==> config.mk <==
export PLATFORM = sky130hd
export DESIGN_NAME = imem_writer
export DESIGN_NICKNAME = d
export VERILOG_FILES = /design/src/rtl/imem_writer.sv
export SDC_FILE = /design/constraint.sdc
export NUM_CORES = 1
export LEC_CHECK = 0
export CAP_MARGIN = 40
export CORE_ASPECT_RATIO = 1.25
export CORE_MARGIN = 1
export CORE_UTILIZATION = 50
export DETAILED_ROUTE_END_ITERATION = 6
export PLACE_DENSITY = 0.77
export SETUP_SLACK_MARGIN = 0.1
export SLEW_MARGIN = 10
export SYNTH_ARGS = -nofsm -noshare
export SYNTH_HDL_FRONTEND = slang
export SYNTH_SLANG_ARGS = --single-unit
==> constraint.sdc <==
create_clock -name clk -period 2.5 [get_ports clk]
set_clock_uncertainty 0.1 [all_clocks]
set_input_delay 0.5 -clock clk [delete_from_list [all_inputs] [get_ports clk]]
set_output_delay 0.5 -clock clk [all_outputs]
set_load 0.05 [all_outputs]
==> src/rtl/imem_writer.sv <==
// Byte-stream loader for the instruction memory: assembles 30-bit words from a
// length-prefixed little-endian stream and holds the CPU in reset until loaded.
module imem_writer #(
  parameter int unsigned INSTR_W = 30,
  parameter int unsigned DEPTH   = 256,
  parameter int unsigned ADDR_W  = 8
) (
  input  logic               clk,
  input  logic               rst,
  input  logic [7:0]         in_data,
  input  logic               in_valid,
  output logic               in_ready,
  input  logic               reload,
  output logic               we,
  output logic [ADDR_W-1:0]  waddr,
  output logic [INSTR_W-1:0] wdata,
  output logic               cpu_hold,
  output logic               done,
  output logic               err,
  output logic [15:0]        count
);

  localparam int unsigned LEN_W = 17;

  typedef enum logic [2:0] {
    ST_LEN0,
    ST_LEN1,
    ST_DATA,
    ST_DONE,
    ST_ERR
  } state_e;

  state_e               state_q, state_d;
  logic [15:0]          n_q, n_d;
  logic [23:0]          word_q, word_d;
  logic [1:0]           lane_q, lane_d;
  logic [15:0]          count_q, count_d;
  logic                 we_q, we_d;
  logic [ADDR_W-1:0]    waddr_q, waddr_d;
  logic [INSTR_W-1:0]   wdata_q, wdata_d;
  logic                 in_ready_q, in_ready_d;
  logic                 cpu_hold_q, cpu_hold_d;
  logic                 done_q, done_d;
  logic                 err_q, err_d;
  logic                 accept_c;
  logic [15:0]          len_c;

  assign accept_c = in_valid && in_ready_q;
  assign len_c    = {in_data, n_q[7:0]};

  // Next-state and registered-output logic
  always_comb begin
    state_d  = state_q;
    n_d      = n_q;
    word_d   = word_q;
    lane_d   = lane_q;
    count_d  = count_q;
    we_d     = 1'b0;
    waddr_d  = waddr_q;
    wdata_d  = wdata_q;

    case (state_q)
      ST_LEN0: begin
        if (accept_c) begin
          n_d[7:0] = in_data;
          state_d  = ST_LEN1;
        end
      end
      ST_LEN1: begin
        if (accept_c) begin
          n_d    = len_c;
          lane_d = 2'd0;
          if (len_c == 16'd0) begin
            state_d = ST_DONE;
          end else if (LEN_W'(len_c) > LEN_W'(DEPTH)) begin
            state_d = ST_ERR;
          end else begin
            state_d = ST_DATA;
          end
        end
      end
      ST_DATA: begin
        if (count_q == n_q) begin
          state_d = ST_DONE;
        end else if (accept_c) begin
          lane_d = lane_q + 2'd1;
          case (lane_q)
            2'd0: word_d[7:0]   = in_data;
            2'd1: word_d[15:8]  = in_data;
            2'd2: word_d[23:16] = in_data;
            default: begin
              if (in_data[7:6] != 2'b00) begin
                state_d = ST_ERR;
              end else begin
                we_d    = 1'b1;
                waddr_d = ADDR_W'(count_q);
                wdata_d = INSTR_W'({in_data[5:0], word_q});
                count_d = count_q + 16'd1;
              end
            end
          endcase
        end
      end
      ST_DONE, ST_ERR: begin
        if (reload) begin
          state_d = ST_LEN0;
          count_d = 16'd0;
          waddr_d = '0;
          lane_d  = 2'd0;
        end
      end
      default: state_d = ST_LEN0;
    endcase

    // Stop accepting once the final word is out; DONE follows next cycle.
    in_ready_d = (state_d == ST_LEN0) || (state_d == ST_LEN1) ||
                 ((state_d == ST_DATA) && (count_d != n_d));
    cpu_hold_d = (state_d != ST_DONE);
    done_d     = (state_d == ST_DONE);
    err_d      = (state_d == ST_ERR);
  end

  always_ff @(posedge clk or negedge rst) begin
    if (!rst) begin
      state_q    <= ST_LEN0;
      n_q        <= 16'd0;
      word_q     <= 24'd0;
      lane_q     <= 2'd0;
      count_q    <= 16'd0;
      we_q       <= 1'b0;
      waddr_q    <= '0;
      wdata_q    <= '0;
      in_ready_q <= 1'b1;
      cpu_hold_q <= 1'b1;
      done_q     <= 1'b0;
      err_q      <= 1'b0;
    end else begin
      state_q    <= state_d;
      n_q        <= n_d;
      word_q     <= word_d;
      lane_q     <= lane_d;
      count_q    <= count_d;
      we_q       <= we_d;
      waddr_q    <= waddr_d;
      wdata_q    <= wdata_d;
      in_ready_q <= in_ready_d;
      cpu_hold_q <= cpu_hold_d;
      done_q     <= done_d;
      err_q      <= err_d;
    end
  end

  assign in_ready = in_ready_q;
  assign we       = we_q;
  assign waddr    = waddr_q;
  assign wdata    = wdata_q;
  assign cpu_hold = cpu_hold_q;
  assign done     = done_q;
  assign err      = err_q;
  assign count    = count_q;

endmodule

==> impl_metrics.tcl <==
set metrics [dict create \
    outcome "finished, violations left" \
    violations "hold timing, setup timing" \
    syn2layout_area_growth_pct 45.8 \
    grt_pass1_wl_um 25300 \
    timing.rr.start "count[4]$_DFF_PN0_" \
    die_h_um 117 \
    cp_slowest_stage_delay_ns 0.45 \
    via_per_inst 5.83 \
    drt-met1-wl_um 6580 \
    wl_per_cell_um 19.2 \
    met2WireLength_um 8500 \
    coreArea_um2 10200 \
    grt_usage_pct 30.9 \
    rsz0062_at_grt "yes" \
    cts_hold_buffers 0 \
    synth_flop_cell "dfrtp_1" \
    syn_nets 556 \
    reg2regPathDepth 12 \
    worstMarginPinSlew_ns 0.514 \
    placed_cells 838 \
    finalPower_w 0.00570 \
    drive_gt1_share_pct 35.4 \
    post-dp-hpwl_um 11500 \
    ant_nets 0 \
    reg2reg_slack_ns -0.35 \
    p_leak_nw 3.63 \
    cts_buffer_depth 2 \
    cts_tree "yes" \
    path_max_fanout 3 \
    synth_top_area_share_pct 48.6 \
    yosysWarnings 0 \
    synth-seq-cells 104 \
    synth_edf_count 0 \
    ys_types 60 \
    cts-root-buf "clkbuf_16" \
    ys_seq_area_share_pct 49.6 \
    hold_slack_ns -0.00452 \
    cpLargestDelayFamily "buffers and inverters" \
    finalHoldViolations 1 \
    r2r-end "in_ready$_DFF_PN1_" \
    start_util_pct 51.7 \
    drt_iter0_markers 385 \
    wl_met3_um 894 \
    vdd_drop_max_v 0.000457 \
    crit_path_start_kind "flop" \
    synthesis.area_um2 5260 \
    cp.arrival_ns 3.01 \
    grt_overflow 0 \
    finalNonFillerCells 860 \
    io_buffer_count 70 \
    syn_inst 539 \
    max_cap_violations 0 \
    period_minus_slack_ns 2.85 \
    antenna_found_initial 0 \
    max_freq_mhz 351 \
    clkLatencyLatePin_ns 0.35 \
    power_density_nw_per_um2 744 \
    synth.avg_cell_area_um2 9.75 \
    dp_slack_ns -0.635 \
    htreeDepth 3 \
    wl_um 16500 \
    worst_setup_path_end_kind "flop" \
    post-route-util_pct 75.4 \
    gp_congestion 0.906 \
    ios 71 \
    worstPathCellList "xor2_4 -> nor4_4 -> buf_4 -> nand4_1 -> buf_4 -> buf_6 -> nand3_4 -> buf_6 -> mux4_2 -> a311oi_2 -> nor4_2 -> a31oi_1" \
    cts.sinks 104 \
    drc 0 \
    numCtsBuffers 9 \
    firstDrtPassIters 5 \
    post-route-period-util_pct 114 \
    n_antenna_cell 0 \
    die_area_um2 10900 \
    grt_pass1_vias 5096 \
    critPathSlowestCell "dfrtp_2" \
    maxSlewViolCount 0 \
    relSlewSlack_pct 65.6 \
    clk_pin_slew_worst_paths_ns 0.08 \
    rows 41 \
    netlist_top_cells_area "dfrtp_1, nand2_1, mux2_2, xor2_1, nand3_1" \
    async_reset_ff_share_pct 100 \
    yosysTopAreaCell "dfrtp_1" \
    cp.required_ns 2.66 \
    critical_path_class "reg2reg" \
    crit_buf_inv 4 \
    fin_nets 743 \
    chipWidth_um 93.7 \
    grt_max_degree 38 \
    hold_class "in2async" \
    layout_setup_ws_ns -0.349 \
    setup_viol 3 \
    highest_layer "met4" \
    vias 5014 \
]
## how the worst max path moves through the flow
stage	startpoint	endpoint	slack [ns]	cells past startpoint
after floorplan	in_ready$_DFF_PN1_	in_ready$_DFF_PN1_	-0.27	7
after global placement	in_valid	in_ready$_DFF_PN1_	-0.65	9
after detailed placement	in_valid	in_ready$_DFF_PN1_	-0.63	9
after CTS	count[4]$_DFF_PN0_	in_ready$_DFF_PN1_	-0.25	11
after global routing	n_q[8]$_DFF_PN0_	in_ready$_DFF_PN1_	-0.45	11
final	count[4]$_DFF_PN0_	in_ready$_DFF_PN1_	-0.35	12
## layer usage
layer / up-vias / track usage [%]
met4: 0 / 16.3
li1: 2275 / -
met5: - / 0
met2: 232 / 54.7
met3: 55 / 3.91
met1: 2452 / 36.7
## through the flow
step | area (µm²) | setup TNS, ns
after floorplan | 5310 | -0.266
after global placement | 7050 | -1.72
after detailed placement | 7050 | -2.75
after CTS | 7530 | -0.332
after global routing | 7660 | -0.701
final | 7660 | -0.414
## what timing repair did
item	in CTS	in global routing
hold endpoints to repair	0	0
resized for setup	35	26
buffers inserted	6	1
pin swaps	17	10
setup endpoints to repair	35	40
## cell families (layout without fill, tap and decap cells)
family,count (synthesis),count (layout),synth area share (%)
AOI/OAI and AO/OA,71,71,10.1
DFF,104,104,49.6
xor gates and xnor gates,19,19,3.17
buffers and inverters,40,232,3.19
and+or+nand+nor,255,255,22.4
muxes,45,45,10.4
adders and majority gates,5,5,1.19
## synthesized netlist by cell type (all sizes together) (3+ instances only)
master / count
nand2: 143
dfrtp: 102
mux2: 38
nor2: 26
nand3: 21
o21ai: 18
xor2: 18
clkbuf: 16
nor3: 15
buf: 13
inv: 11
nand4: 11
nor4: 11
o311ai: 8
a21oi: 7
a21o: 5
a31o: 5
and3: 5
ha: 5
or2: 5
mux4: 4
a31oi: 3
a32oi: 3
mux2i: 3
nor4b: 3
o211ai: 3
o311a: 3
## registers in the layout, summed over array words and instances, names as in the netlist
register and cells:
n_q 16, wdata 30, we 1, lane_q 2, word_q 24, done 1
waddr 8, state_q 3, in_ready 1, err 1, count 16, cpu_hold 1
## final cells by class
| type | count | area [µm²] |
|---|---|---|
| Multi-Input combinational cell | 395 | 2740 |
| Sequential cell | 104 | 2630 |
| Fill cell | 684 | 2500 |
| Timing Repair Buffer | 205 | 1790 |
| Clock buffer | 9 | 225 |
| Tap cell | 129 | 161 |
| Clock inverter | 7 | 72.6 |
| Inverter | 11 | 41.3 |
## cells in the final DEF (no fill, tap or decap), drive strengths merged, types with 3 or more instances in the layout
cell             n
nand2          143
buf            136
dfrtp          102
clkdlybuf4s50   66
mux2            38
nor2            26
nand3           21
xor2            18
o21ai           18
nor3            15
inv             15
nand4           11
nor4            11
clkbuf           9
o311ai           8
a21oi            7
or2              5
a21o             5
ha               5
and3             5
a31o             5
mux4             4
o311a            3
o211ai           3
a32oi            3
a31oi            3
mux2i            3
nor4b            3
## where the power goes
part | internal, W | switching, W
Clock | 0.000708 | 0.000705
Combinational | 0.00107 | 0.00113
Sequential | 0.00189 | 0.000194
Total | 0.00367 | 0.00203
(Power assumes the default switching activity.)
